===== src/rtl/fifo_access_if.sv =====
// fifo_access_if: micro-op, channel FIFO and register-file signals of the FIFO access engine
interface fifo_access_if #(
  parameter int NUM_CH = 4,
  parameter int CH_W   = (NUM_CH > 1) ? $clog2(NUM_CH) : 1,
  parameter int DATA_W = 32,
  parameter int RF_AW  = 5
);
  logic                     op_valid;
  logic                     op_ready;
  logic                     op_load;
  logic                     op_store;
  logic [CH_W-1:0]          op_ch;
  logic [RF_AW-1:0]         op_wraddr;
  logic [DATA_W-1:0]        op_wdata;
  logic [NUM_CH-1:0]        req_fifo_empty;
  logic [NUM_CH*DATA_W-1:0] req_fifo_rdata;
  logic [NUM_CH-1:0]        req_fifo_deq;
  logic [NUM_CH-1:0]        read_fifo_wrfull;
  logic [NUM_CH-1:0]        read_fifo_enq;
  logic [DATA_W-1:0]        read_fifo_wdata;
  logic                     regfile_wren;
  logic [RF_AW-1:0]         regfile_wraddr;
  logic [DATA_W-1:0]        regfile_wdata;
  logic                     busy;
  logic                     done;
  logic                     timeout;
  logic                     err;
  modport master (
    output op_valid, op_load, op_store, op_ch, op_wraddr, op_wdata,
           req_fifo_empty, req_fifo_rdata, read_fifo_wrfull,
    input  op_ready, req_fifo_deq, read_fifo_enq, read_fifo_wdata,
           regfile_wren, regfile_wraddr, regfile_wdata, busy, done, timeout, err
  );
  modport slave (
    input  op_valid, op_load, op_store, op_ch, op_wraddr, op_wdata,
           req_fifo_empty, req_fifo_rdata, read_fifo_wrfull,
    output op_ready, req_fifo_deq, read_fifo_enq, read_fifo_wdata,
           regfile_wren, regfile_wraddr, regfile_wdata, busy, done, timeout, err
  );
endinterface


===== src/rtl/fifo_access_ctrl.sv =====
// fifo_access_ctrl: stalling multi-channel LOAD_FIFO/STORE_FIFO engine with optional wait timeout
module fifo_access_ctrl #(
  parameter int NUM_CH  = 4,
  parameter int CH_W    = (NUM_CH > 1) ? $clog2(NUM_CH) : 1,
  parameter int DATA_W  = 32,
  parameter int RF_AW   = 5,
  parameter int TIMEOUT = 16,
  parameter int TO_W    = 16
) (
  input logic clk,
  input logic rst,
  fifo_access_if.slave bus
);
  typedef enum logic [1:0] {IDLE, ACCESS, ERR} state_t;
  state_t            state;
  logic              is_load;
  logic [CH_W-1:0]   ch;
  logic [RF_AW-1:0]  wraddr, held_wraddr;
  logic [DATA_W-1:0] wdata, held_rf_wdata, held_fifo_wdata, head;
  logic [TO_W-1:0]   wait_cnt;
  logic [NUM_CH-1:0] sel;
  logic              ch_ready, go, expire, legal, illegal;
  always_comb begin
    sel  = '0;
    head = '0;
    for (int i = 0; i < NUM_CH; i++)
      if (ch == CH_W'(i)) begin
        sel[i] = 1'b1;
        head   = bus.req_fifo_rdata[i*DATA_W +: DATA_W];
      end
  end
  assign ch_ready = is_load ? |(sel & ~bus.req_fifo_empty) : |(sel & ~bus.read_fifo_wrfull);
  // rst suppresses every pulse in its own cycle so an aborted op leaves no trace
  assign go      = state == ACCESS && !rst && ch_ready;
  assign expire  = state == ACCESS && !rst && !ch_ready && TIMEOUT != 0 && wait_cnt == TO_W'(TIMEOUT - 1);
  assign legal   = (bus.op_load ^ bus.op_store) && 32'(bus.op_ch) < NUM_CH;
  assign illegal = (bus.op_load && bus.op_store) || 32'(bus.op_ch) >= NUM_CH;
  assign bus.op_ready        = state == IDLE;
  assign bus.busy            = state != IDLE;
  assign bus.err             = state == ERR;
  assign bus.done            = go;
  assign bus.timeout         = expire;
  assign bus.req_fifo_deq    = (go && is_load) ? sel : '0;
  assign bus.read_fifo_enq   = (go && !is_load) ? sel : '0;
  assign bus.regfile_wren    = go && is_load;
  assign bus.regfile_wraddr  = (go && is_load) ? wraddr : held_wraddr;
  assign bus.regfile_wdata   = (go && is_load) ? head : held_rf_wdata;
  assign bus.read_fifo_wdata = (go && !is_load) ? wdata : held_fifo_wdata;
  always_ff @(posedge clk) begin
    if (rst) begin
      state           <= IDLE;
      is_load         <= 1'b0;
      ch              <= '0;
      wraddr          <= '0;
      wdata           <= '0;
      wait_cnt        <= '0;
      held_wraddr     <= '0;
      held_rf_wdata   <= '0;
      held_fifo_wdata <= '0;
    end else begin
      case (state)
        IDLE:
          if (bus.op_valid && legal) begin
            state    <= ACCESS;
            is_load  <= bus.op_load;
            ch       <= bus.op_ch;
            wraddr   <= bus.op_wraddr;
            wdata    <= bus.op_wdata;
            wait_cnt <= '0;
          end else if (bus.op_valid && illegal) state <= ERR;
        ACCESS:
          if (go) begin
            state <= IDLE;
            if (is_load) begin
              held_wraddr   <= wraddr;
              held_rf_wdata <= head;
            end else held_fifo_wdata <= wdata;
          end else if (expire) state <= IDLE;
          else wait_cnt <= (&wait_cnt) ? wait_cnt : wait_cnt + 1'b1;
        default: state <= IDLE;
      endcase
    end
  end
endmodule


===== src/flat_wrapper.sv =====
// flat-port wrapper written by rule: the top's interface ports become plain ports
module fifo_access_ctrl_flat 
#(
  parameter int NUM_CH  = 4,
  parameter int CH_W    = (NUM_CH > 1) ? $clog2(NUM_CH) : 1,
  parameter int DATA_W  = 32,
  parameter int RF_AW   = 5,
  parameter int TIMEOUT = 16,
  parameter int TO_W    = 16
)
  (clk, rst, bus_op_valid, bus_op_load, bus_op_store, bus_op_ch, bus_op_wraddr, bus_op_wdata, bus_req_fifo_empty, bus_req_fifo_rdata, bus_read_fifo_wrfull, bus_op_ready, bus_req_fifo_deq, bus_read_fifo_enq, bus_read_fifo_wdata, bus_regfile_wren, bus_regfile_wraddr, bus_regfile_wdata, bus_busy, bus_done, bus_timeout, bus_err);
  fifo_access_if #(.NUM_CH(NUM_CH), .CH_W(CH_W), .DATA_W(DATA_W), .RF_AW(RF_AW)) bus_i ();
  input logic clk;
  input logic rst;
  input wire logic [$bits(bus_i.op_valid)-1:0] bus_op_valid;
  input wire logic [$bits(bus_i.op_load)-1:0] bus_op_load;
  input wire logic [$bits(bus_i.op_store)-1:0] bus_op_store;
  input wire logic [$bits(bus_i.op_ch)-1:0] bus_op_ch;
  input wire logic [$bits(bus_i.op_wraddr)-1:0] bus_op_wraddr;
  input wire logic [$bits(bus_i.op_wdata)-1:0] bus_op_wdata;
  input wire logic [$bits(bus_i.req_fifo_empty)-1:0] bus_req_fifo_empty;
  input wire logic [$bits(bus_i.req_fifo_rdata)-1:0] bus_req_fifo_rdata;
  input wire logic [$bits(bus_i.read_fifo_wrfull)-1:0] bus_read_fifo_wrfull;
  output wire logic [$bits(bus_i.op_ready)-1:0] bus_op_ready;
  output wire logic [$bits(bus_i.req_fifo_deq)-1:0] bus_req_fifo_deq;
  output wire logic [$bits(bus_i.read_fifo_enq)-1:0] bus_read_fifo_enq;
  output wire logic [$bits(bus_i.read_fifo_wdata)-1:0] bus_read_fifo_wdata;
  output wire logic [$bits(bus_i.regfile_wren)-1:0] bus_regfile_wren;
  output wire logic [$bits(bus_i.regfile_wraddr)-1:0] bus_regfile_wraddr;
  output wire logic [$bits(bus_i.regfile_wdata)-1:0] bus_regfile_wdata;
  output wire logic [$bits(bus_i.busy)-1:0] bus_busy;
  output wire logic [$bits(bus_i.done)-1:0] bus_done;
  output wire logic [$bits(bus_i.timeout)-1:0] bus_timeout;
  output wire logic [$bits(bus_i.err)-1:0] bus_err;
  assign bus_i.op_valid = bus_op_valid;
  assign bus_i.op_load = bus_op_load;
  assign bus_i.op_store = bus_op_store;
  assign bus_i.op_ch = bus_op_ch;
  assign bus_i.op_wraddr = bus_op_wraddr;
  assign bus_i.op_wdata = bus_op_wdata;
  assign bus_i.req_fifo_empty = bus_req_fifo_empty;
  assign bus_i.req_fifo_rdata = bus_req_fifo_rdata;
  assign bus_i.read_fifo_wrfull = bus_read_fifo_wrfull;
  assign bus_op_ready = bus_i.op_ready;
  assign bus_req_fifo_deq = bus_i.req_fifo_deq;
  assign bus_read_fifo_enq = bus_i.read_fifo_enq;
  assign bus_read_fifo_wdata = bus_i.read_fifo_wdata;
  assign bus_regfile_wren = bus_i.regfile_wren;
  assign bus_regfile_wraddr = bus_i.regfile_wraddr;
  assign bus_regfile_wdata = bus_i.regfile_wdata;
  assign bus_busy = bus_i.busy;
  assign bus_done = bus_i.done;
  assign bus_timeout = bus_i.timeout;
  assign bus_err = bus_i.err;
  fifo_access_ctrl #(.NUM_CH(NUM_CH), .CH_W(CH_W), .DATA_W(DATA_W), .RF_AW(RF_AW), .TIMEOUT(TIMEOUT), .TO_W(TO_W)) u_core (.clk(clk), .rst(rst), .bus(bus_i));
endmodule

===== config.mk =====
export PLATFORM = sky130hd
export DESIGN_NAME = fifo_access_ctrl_flat
export DESIGN_NICKNAME = d
export VERILOG_FILES = /design/src/rtl/fifo_access_if.sv /design/src/rtl/fifo_access_ctrl.sv /design/src/flat_wrapper.sv
export SDC_FILE = /design/constraint.sdc
export NUM_CORES = 1
export LEC_CHECK = 0
export BUFFER_PORTS_ARGS = -buffer_cell sky130_fd_sc_hd__buf_2
export CELL_PAD_IN_SITES_DETAIL_PLACEMENT = 0
export CELL_PAD_IN_SITES_GLOBAL_PLACEMENT = 2
export CORE_MARGIN = 2
export CORE_UTILIZATION = 28
export DETAILED_ROUTE_END_ITERATION = 10
export GPL_TIMING_DRIVEN = 1
export PLACE_DENSITY = 0.8
export RECOVER_POWER = 25
export SLEW_MARGIN = 20
export SYNTH_ARGS = -nofsm -noshare
export SYNTH_HDL_FRONTEND = slang
export SYNTH_SLANG_ARGS = --single-unit

===== constraint.sdc =====
create_clock -name clk -period 3.6 [get_ports clk]
set_input_delay 0.72 -clock clk [delete_from_list [all_inputs] [get_ports clk]]
set_output_delay 0.72 -clock clk [all_outputs]
set_load 0.03 [all_outputs]

==> results of run 1 <==
==> logic make-up (layout without fill, tap and decap cells) <==
group                    after synthesis  in the layout
adder cells (fa/ha/maj)                2              2
AND/OR/NAND/NOR                      226            226
AO/OA/AOI/OAI                         83             83
buffers and inverters                 51            315
flip-flops                           127            127
multiplexers                         106            106
==> routing by layer <==
layer | vias to the layer above | part of all wire | routed length, um
met5 | - | 0 | 0
met4 | 0 | 0.0085 | 164
met3 | 10 | 0.061 | 1170
met2 | 173 | 0.50 | 9630
met1 | 2460 | 0.43 | 8290
li1 | 2608 | - | -
==> flip-flops by register name, indices dropped and copies added (netlist names) <==
register / count
u_core.wraddr: 5
u_core.wait_cnt: 16
u_core.state: 2
u_core.held_rf_wdata: 32
u_core.ch: 2
u_core.held_fifo_wdata: 32
u_core.is_load: 1
u_core.wdata: 32
u_core.held_wraddr: 5
==> where the power goes <==
part	total [uW]	leakage [uW]	internal (uW)	switching, uW
clock network	1830	0.000304	1140	691
registers	1460	0.00103	1440	21.6
logic	391	0.00250	193	197
total	3680	0.00383	2770	909
==> worst max path at each step <==
stage / startpoint / end / slack, ps / cells after the start
after floorplan: bus_req_fifo_empty[3] / bus_read_fifo_enq[0] / 340 / 5
after CTS: u_core.ch[0] / bus_read_fifo_wdata[31] / 40 / 5
after global routing: u_core.ch[0] / bus_read_fifo_wdata[0] / 30 / 6
final: u_core.ch[0] / bus_read_fifo_wdata[0] / 170 / 6
after global placement: bus_req_fifo_empty[3] / bus_read_fifo_wdata[31] / 200 / 6
after detailed placement: bus_req_fifo_empty[3] / bus_read_fifo_wdata[31] / 160 / 6
==> synth_stat cells <==
master	count	area, um^2
a31oi_1	13	81.3
ha_1	2	25.0
and3_1	7	43.8
mux4_2	34	766
buf_1	2	7.51
or3b_2	1	8.76
a311oi_1	1	8.76
nor2b_1	45	282
inv_1	6	22.5
nor3_1	5	25.0
clkbuf_1	33	124
nor2_1	14	52.6
o211ai_1	2	15.0
nand3_1	11	55.1
nand2_1	86	323
mux2i_1	2	20.0
mux2_1	1	11.3
a21oi_1	44	220
a41oi_1	4	35.0
or2_2	1	6.26
buf_6	3	33.8
o31ai_1	1	7.51
o21ai_0	13	65.1
mux2_4	30	450
o21bai_1	1	7.51
nand4_1	4	25.0
a31o_2	2	17.5
and4_1	4	35.0
a311o_1	1	10.0
a21o_1	1	7.51
or3_1	1	6.26
and2_1	5	31.3
nand3b_1	1	7.51
nand2b_1	5	31.3
nor4_1	4	25.0
and2b_1	30	225
buf_2	7	35.0
nor3_4	1	16.3
dfxtp_1	127	2540
nand4b_1	1	8.76
mux2_2	39	439
==> what timing repair did <==
item | in CTS | in global routing
endpoints found under the setup margin | 0 | 1
setup buffers | 0 | 0
gates resized for setup | 0 | 1
==> worst register-to-register path, stage by stage (launching register included) <==
cell and delay, ps:
dfxtp_2 420, mux4_2 540, mux2_2 340, buf_4 190
and2_1 400, a31o_2 370, a31oi_1 150
==> per-stage QoR <==
stage | worst slack, ps | std cells | area [um^2] | hold WS [ps]
after floorplan | 336 | 595 | 6160 | 432
after global placement | 196 | 1107 | 7760 | 445
after detailed placement | 159 | 1107 | 7760 | 450
after CTS | 40.3 | 1139 | 8390 | 458
after global routing | 33.6 | 1139 | 8390 | 480
final | 170 | 1139 | 8390 | 452
==> final cells by class <==
type | instances | area (um^2) | area share
Timing Repair Buffer | 277 | 1430 | 0.171
Tap cell | 280 | 350 | 0.0418
Clock inverter | 13 | 174 | 0.0207
Clock buffer | 19 | 453 | 0.0540
Multi-Input combinational cell | 417 | 3410 | 0.407
Inverter | 6 | 22.5 | 0.00269
Sequential cell | 127 | 2540 | 0.303
==> run_results.csv, run 1 <==
group,metric,value,unit
logic_synthesis,ys_seq_elements,127,
setup_path,r2r-start,"u_core.ch[0]",
timing,tns,0,ps
timing,hold_viol_final,0,
setup_path,regToRegSetupSlack,1120,ps
detailed_routing,drc,0,
layout,drive_gt1_frac,0.488,
layout,final_nets,1028,
setup_path,critical_path_buf_inv_count,2,
min_path,whs_endpoint,"u_core.wraddr[3]",
setup_path,crit_path_end_kind,"output pin",
detailed_routing,wl,19300,um
die,core_area,21700,um^2
logic_synthesis,synthCells,595,
logic_synthesis,synth-simple-area-share,0.196,
timing,fin_crit_sh,0.953,
global_routing,grt_start_max_net_pins,81,
die,start_util,0.284,
clocking,clock-sinks,127,
clocking,cts_buffers,17,
logic_synthesis,synth_xor_area_frac,0,
status,violations,"max-capacitance violations, max-slew violations",
die,rows,54,
timing,worst_pin_slew,1590,ps
power,power.total,3680,uW
clocking,cts.path.max_buffers,2,
logic_synthesis,ys_types,41,
detailed_routing,avgViaCountPerCell,4.61,
detailed_routing,drt-initial-drc-count,241,
global_routing,groute.usage.overall,0.167,
setup_path,crit_family,"multiplexers",
setup_path,critPathSlowestCell,"mux4_2",
logic_synthesis,syn_area_per_cell,10.4,um^2
timing,setup_viol,0,
layout,final_util,0.387,
logic_synthesis,synth-adder-area-share,0.00406,
global_routing,grt_use_met1,0.200,
detailed_routing,wl_per_cell,16.9,um
power,p_leak,0.00383,uW
die,die_x,152,um
placed_design,globalplace.congestion,0.769,
die,die_area,23200,um^2
clocking,cts_max_level,4,
setup_path,rr_worst_depth,6,
logic_synthesis,synth_mux_area_frac,0.274,
placed_design,port_buffers,262,
clocking,clk_latency,410,ps
setup_path,worst_path_most_repeated_cell,"mux2_2",
global_routing,grtUsageMet3,0.0449,
setup_path,regToRegEndpoint,"u_core.wait_cnt[12]",
global_routing,grt_overflow_total,0,
setup_path,required,2880,ps
clocking,path_clk_slew,60,ps
detailed_routing,dr.pass1.iters,4,
setup_path,cpPeakStageDelay,540,ps
logic_synthesis,syn-num-nets,777,
min_path,timing.hold.worst.start,"u_core.wraddr[3]",
flow_run,cap_viol_max_count,2,
power,vdd_ir_drop_max,0.290,mV
global_routing,grt_use_met2,0.295,
die,io_pins,263,
setup_path,start_kind,"flip-flop",
timing,fin_crit,3430,ps
setup_path,path_cells,"mux4_2 -> mux2_2 -> nor3_4 -> buf_12 -> mux2_2 -> buf_2",
layout,syn2layout_area_growth,36.2,%
die,die_h,152,um
timing,rsz0062_at_grt,"false",
timing,fmax,0.292,GHz
logic_synthesis,synth_seq_area_share,0.413,
setup_path,path_max_fanout,31,
setup_path,arrival,2710,ps
global_routing,grt_busiest_layer,"met2",
layout,num_antenna_cells,0,
timing,skew,5.91,ps
logic_synthesis,synth_top_family_by_area,"multiplexers",
global_routing,grt_pass1_vias,5398,
logic_synthesis,synth_area,6160,um^2
clocking,clock_tree.root_cell,"clkbuf_16",
setup_path,path_class,"flip-flop to output pin",
placed_design,hpwl,14100,um
timing,slew_headroom,-0.0617,
layout,final_common_cell,"buf_2",
status,status,"finished with violations",
layout,fillers,2247,
clocking,cts_tree,"yes",
global_routing,antenna_found_initial,1,
detailed_routing,vias,5251,
detailed_routing,ant_nets,0,
clocking,cts_hold_buf,0,
timing,drv_slew,122,
logic_synthesis,synth_compound_area_frac,0.0772,
layout,final_cell_mix,"buf_2 (258), dfxtp_1 (125), nand2_1 (86)",
global_routing,grt_pass1_wl,30600,um
logic_synthesis,synth_warnings,0,
power,p_per_area,439,nW/um^2
min_path,min_path_cells,2,
min_path,min_path_type,"flip-flop to flip-flop",
No activity file was read; power rests on OpenSTA's default activity.
==> inputs of run 2 (changes only) <==
Settings changed: CELL_PAD_IN_SITES_DETAIL_PLACEMENT 0 to 2.
==> run 2 against run 1 <==
  * The run still ends with max-capacitance violations, max-slew violations left
  * Clock skew rose by 3.3 ps
  * Critical path depth fell by 1
  * Core utilization fell by 0.18 points
  * Clock power fell by 5%
  * Maximum frequency fell by 1.7%
  * Setup slack got worse by 61 ps
  * Non-clock buffer count did not move
  * Routed wire length rose by 19%
  * Hold slack improved by 5.5 ps
  * Final area fell by 0.48%
  * Flip-flop and latch count did not move
  * Sequential power barely moved
  * Largest power group unchanged
==> run_results.csv, run 2 (same netlist as run 1, synthesis figures left out) <==
group,metric,value,unit
status,status,"finished with violations",
status,violations,"max-capacitance violations, max-slew violations",
layout,final_nets,1028,
setup_path,path_class,"flip-flop to output pin",
layout,top_regs,"u_core.held_fifo_wdata: 32 flops, u_core.held_rf_wdata: 32 flops, u_core.wdata: 32 flops",
timing,tns,0,ps
detailed_routing,ant_nets,0,
die,die_x,152,um
timing,hold_viol_final,0,
timing,fin_crit,3490,ps
clocking,postCtsSetupBuffers,0,
timing,setup_viol,0,
die,core_area,21700,um^2
die,die_area,23200,um^2
flow_run,cap_viol_max_count,2,
layout,final_cell_mix,"buf_2 (258), dfxtp_1 (125), nand2_1 (86)",
clocking,path_clk_slew,60,ps
power,p_leak,0.00381,uW
power,comb_power_share,0.113,
clocking,cts_resized,0,
power,vdd_ir_drop_max,0.308,mV
power,p_int,2620,uW
clocking,cts_max_level,4,
timing,slew_headroom,-0.138,
detailed_routing,drt-initial-drc-count,137,
global_routing,grt_overflow_total,0,
power,p_sw,973,uW
clocking,clock-sinks,127,
detailed_routing,wl,23000,um
clocking,cts_buffers,17,
detailed_routing,dr.pass1.iters,5,
global_routing,grt_pass1_vias,6195,
setup_path,regToRegEndpoint,"u_core.wdata[2]",
detailed_routing,avgViaCountPerCell,4.89,
die,start_util,0.284,
clocking,clk_latency,430,ps
setup_path,crit_path_start,"u_core.ch[0]",
power,switching_share,0.270,
timing,fin_crit_sh,0.970,
detailed_routing,top_layer_used,"met4",
detailed_routing,wl_met2,12400,um
global_routing,grt_start_max_net_pins,81,
detailed_routing,drc,0,
setup_path,r2r-start,"u_core.state[0]",
layout,syn2layout_area_growth,35.5,%
layout,final_common_cell,"buf_2",
die,io_pins,263,
die,die_h,152,um
placed_design,globalplace.congestion,0.769,
detailed_routing,dr_wl_met3,1330,um
clocking,cts_tree,"yes",
clocking,cts_hold_buf,0,
detailed_routing,wl_met1,8880,um
setup_path,start_kind,"flip-flop",
placed_design,hpwl,17000,um
global_routing,grt_pass1_wl,35700,um
timing,fmax,0.286,GHz
layout,drive_gt1_frac,0.484,
timing,drv_slew,122,
setup_path,arrival,2770,ps
setup_path,crit_path_end_kind,"output pin",
setup_path,regToRegSetupSlack,1000,ps
die,rows,54,
power,p_per_area,431,nW/um^2
timing,layout_setup_ws,109,ps
clocking,cts.path.max_buffers,2,
timing,skew,9.17,ps
detailed_routing,vias,5585,
placed_design,dp_slack,176,ps
detailed_routing,wl_per_cell,20.1,um
setup_path,path_max_fanout,5,
global_routing,antenna_found_initial,4,
timing,rsz0062_at_grt,"false",
layout,fillers,2425,
placed_design,port_buffers,262,
clocking,clock_tree.root_cell,"clkbuf_16",
global_routing,groute.usage.overall,0.197,
power,sequentialPowerShare,0.406,
setup_path,endpoint,"bus_read_fifo_wdata[31]",
min_path,min_path_type,"flip-flop to flip-flop",
setup_path,required,2880,ps
timing,worst_pin_slew,1710,ps
setup_path,rr_worst_depth,4,
power,clock_power_share,0.481,
run 2: changes by cell type in the layout (fill, tap and decap cells not counted), sizes merged:
cell | before | now
clkinv | 1 | 3
bufinv | 3 | 1
clkbuf | 23 | 22
diode | 0 | 3
inv | 13 | 14
run 2: layer usage:
layer,up-vias,GRT usage
met5,-,0
met4,0,0.0645
met3,18,0.0503
met2,182,0.370
met1,2775,0.215
li1,2610,-
run 2: final cells by class:
cell class	count	area, um^2	area share
diodes	3	7.51	0.000899
clock buffers	18	439	0.0526
clock inverters	14	145	0.0174
inverters	6	22.5	0.00270
multi-input cells	417	3400	0.408
flip-flops and latches	127	2540	0.305
well taps	280	350	0.0420
repair buffers	277	1430	0.172
run 2: worst min path at each step:
stage	endpoint	cells after the start	from	slack (ps)
global route	u_core.wdata[29]	2	u_core.wdata[29]	480
floorplan	u_core.wdata[31]	2	u_core.wdata[31]	430
global placement	u_core.wraddr[3]	2	u_core.wraddr[3]	450
CTS	u_core.wraddr[3]	2	u_core.wraddr[3]	460
finish	u_core.wraddr[3]	2	u_core.wraddr[3]	460
detailed placement	u_core.wraddr[3]	2	u_core.wraddr[3]	450
run 2: critical path, stage by stage (launching register included):
cell     delay (ps)
dfxtp_2         430
mux4_2          530
mux2_2          340
or3_1           480
mux2_1          380
buf_2           190
run 2: power groups by stage:
stage	Clock (uW)	Combinational [uW]	Sequential, uW
finish	1730	406	1460
global route	1850	444	1460
CTS	1790	415	1460
detailed placement	0	411	1490
global placement	0	396	1490
floorplan	0	237	1480
run 2: metrics by stage:
stage / util / hold WS, ps / std cells / power [uW] / area (um^2)
final: 0.385 / 457 / 1142 / 3600 / 8350
after global routing: 0.385 / 485 / 1142 / 3750 / 8350
after CTS: 0.385 / 460 / 1139 / 3670 / 8350
after detailed placement: 0.358 / 452 / 1107 / 1900 / 7760
after global placement: 0.358 / 445 / 1107 / 1890 / 7760
after floorplan: - / 432 / 595 / 1720 / 6160
==> inputs of run 3 (changes only) <==
Settings changed: ABC_AREA set to 1, CORE_UTILIZATION 28 to 24.
==> run 3 against run 2 <==
  * Global-route usage shrank 0.81 points
  * Routed wire length grew 11%
  * Core utilization shrank 5.0 points
  * Hold slack gained 15 ps
  * Area after synthesis grew 0.71%
  * Critical path depth grew 7
  * Register-to-register slack gained 300 ps
  * Count of clock-buffer cells in the layout is the same
  * Final cell count grew 36%
  * Critical path type unchanged
  * The flow still finishes with violations (max-capacitance violations, max-slew violations)
  * Critical endpoint is now bus_regfile_wdata[20]
  * Via count grew 27%
  * Highest routed layer unchanged
  * Final area grew 1.3%
  * Clock skew grew 5.9 ps
==> run_results.csv, run 3 <==
group,metric,value,unit
status,status,"finished with violations",
status,violations,"max-capacitance violations, max-slew violations",
detailed_routing,wl_per_cell,16.4,um
die,core_area,25300,um^2
logic_synthesis,synthCells,954,
clocking,cts_resized,0,
detailed_routing,vias,7102,
setup_path,regToRegEndpoint,"u_core.wait_cnt[5]",
detailed_routing,ant_nets,0,
setup_path,arrival,2580,ps
timing,hold_viol_final,0,
timing,fmax,0.303,GHz
logic_synthesis,synthTopCellsByCount,"nand2_1 (258), nor2_1 (164), dfxtp_1 (127), inv_1 (97), o21ai_0 (69)",
clocking,path_clk_slew,60,ps
global_routing,grt_pass1_vias,7719,
logic_synthesis,synth_warnings,0,
placed_design,hpwl,19100,um
layout,fillers,3149,
logic_synthesis,ys.flop_type,"dfxtp_1",
power,power.total,3950,uW
setup_path,path_class,"flip-flop to output pin",
clocking,postCtsSetupBuffers,0,
timing,worst_pin_slew,1590,ps
min_path,timing.hold.worst.start,"u_core.held_rf_wdata[3]",
layout,syn2layout_area_growth,36.3,%
die,die_x,165,um
setup_path,rr_worst_depth,9,
min_path,min_path_cells,2,
timing,fin_crit,3300,ps
logic_synthesis,syn_area_per_cell,6.50,um^2
timing,drv_slew,70,
layout,final_nets,1387,
layout,stdcell_count,1549,
power,vdd_ir_drop_max,0.236,mV
global_routing,grt_start_max_net_pins,70,
logic_synthesis,synth.largest_area_cell,"dfxtp_1",
timing,fin_crit_sh,0.916,
setup_path,crit_path_end_kind,"output pin",
logic_synthesis,synth_top_area_share,0.410,
timing,setup_viol,0,
logic_synthesis,ys_seq_elements,127,
placed_design,port_buffers,262,
layout,drive_gt1_frac,0.280,
min_path,whs_endpoint,"u_core.held_rf_wdata[3]",
clocking,cts.path.max_buffers,2,
min_path,min_path_type,"flip-flop to flip-flop",
layout,final_cell_mix,"nand2_1 (258), buf_2 (258), nor2_1 (163)",
logic_synthesis,ys_types,30,
logic_synthesis,synth_seq_area_share,0.410,
clocking,cts_hold_buf,0,
setup_path,start_kind,"flip-flop",
placed_design,placedCellCount,1516,
logic_synthesis,synth_area_leaders,"dfxtp_1 (41%), nand2_1 (16%), nor2_1 (9.9%)",
die,die_area,27100,um^2
setup_path,regToRegSetupSlack,1300,ps
global_routing,grt_overflow_total,0,
power,p_leak,0.00455,uW
timing,tns,0,ps
logic_synthesis,synth_area,6200,um^2
clocking,clk_latency,420,ps
logic_synthesis,synth_edf_count,0,
detailed_routing,drc,0,
clocking,clock-sinks,127,
clocking,cts_tree,"yes",
timing,slew_headroom,-0.0598,
detailed_routing,drt-initial-drc-count,207,
die,start_util,0.246,
placed_design,globalplace.congestion,0.786,
global_routing,groute.usage.overall,0.189,
flow_run,cap_viol_max_count,1,
setup_path,r2r-start,"u_core.wait_cnt[0]",
global_routing,antenna_found_initial,1,
detailed_routing,dr.pass1.iters,4,
detailed_routing,avgViaCountPerCell,4.58,
die,die_h,165,um
clocking,cts_max_level,4,
logic_synthesis,synth_most_common_cell,"nand2_1",
clocking,clock_tree.root_cell,"clkbuf_16",
timing,rsz0062_at_grt,"false",
clocking,cts_buffers,17,
global_routing,grt_pass1_wl,40000,um
timing,skew,15.0,ps
timing,whs,472,ps
setup_path,path_max_fanout,27,
logic_synthesis,syn-num-nets,1136,
power,p_per_area,467,nW/um^2
die,rows,58,
detailed_routing,wl,25500,um
setup_path,required,2880,ps
logic_synthesis,async_reset_ff_frac,0,
layout,top_regs,"u_core.held_fifo_wdata: 32 flops, u_core.held_rf_wdata: 32 flops, u_core.wdata: 32 flops",
die,io_pins,263,
-- run 3: cell count changes after synthesis, moves of 12 or more --
cell,previous run,this run
o21ai_0,13,69
nand3_1,11,36
nand2_1,86,258
nor2_1,14,164
o21ai_1,0,18
a31oi_1,13,1
mux2_2,39,0
mux2_4,30,0
nand4_1,4,20
mux4_2,34,0
nor2b_1,45,0
inv_1,6,97
and2b_1,30,0
-- run 3: through the flow --
step,utilization,worst slack [ps],instance area (um^2)
6_report,0.335,304,8460
4_1_cts,0.335,2.13,8450
2_1_floorplan,-,720,6200
3_3_place_gp,0.312,489,7870
3_5_place_dp,0.312,422,7870
5_1_grt,0.335,3.39,8460
-- run 3: worst max-delay path by stage --
stage / startpoint / to / slack [ps] / cells past startpoint
after floorplan: rst / bus_read_fifo_enq[0] / 720 / 8
after global placement: bus_read_fifo_wrfull[3] / bus_regfile_wdata[20] / 490 / 12
after detailed placement: bus_read_fifo_wrfull[3] / bus_read_fifo_wdata[7] / 420 / 13
after CTS: u_core.ch[1] / bus_read_fifo_wdata[7] / 2 / 13
after global routing: u_core.ch[0] / bus_regfile_wraddr[4] / 3 / 13
final: u_core.ch[0] / bus_regfile_wdata[20] / 300 / 12
-- run 3: where the power goes --
group          total [uW]  switching, uW  internal (uW)
combinational         691            453            238
sequential           1540           54.2           1490
clock                1720            731            991
total                3950           1240           2710
-- run 3: cell type report --
cell class | count | area [um^2] | area share
flip-flops and latches | 127 | 2540 | 0.301
inverters | 102 | 385 | 0.0456
well taps | 330 | 413 | 0.0488
repair buffers | 283 | 1500 | 0.178
clock inverters | 14 | 141 | 0.0167
multi-input cells | 674 | 3030 | 0.358
diodes | 1 | 2.50 | 0.000296
clock buffers | 18 | 439 | 0.0519
-- run 3: routing by layer --
layer | global-route usage | up-vias | share of wire
met5 | 0 | - | 0
li1 | - | 3509 | -
met1 | 0.217 | 3395 | 0.42
met2 | 0.351 | 178 | 0.50
met3 | 0.0467 | 20 | 0.064
met4 | 0.0443 | 0 | 0.013
-- run 3: kinds of logic (layout without fill, tap and decap cells) --
family / Yosys count / after routing / share of synthesized area
DFF: 127 / 127 / 0.410
adders and majority gates: 2 / 2 / 0.00403
other: 0 / 1 / 0
xor gates and xnor gates: 4 / 4 / 0.00565
buffers and inverters: 153 / 417 / 0.103
and+or+nand+nor: 511 / 511 / 0.342
AOI/OAI and AO/OA: 157 / 157 / 0.135
-- run 3: critical path: stages (launching register included) --
cell and delay [ps]:
dfxtp_1 400, nor2_2 190, buf_6 190, nand2_1 60
nand2_1 60, nor2_1 40, nand2_2 80, nand3_4 120
nor2_4 230, buf_6 270, o211ai_1 210, nand2_1 100
buf_2 190
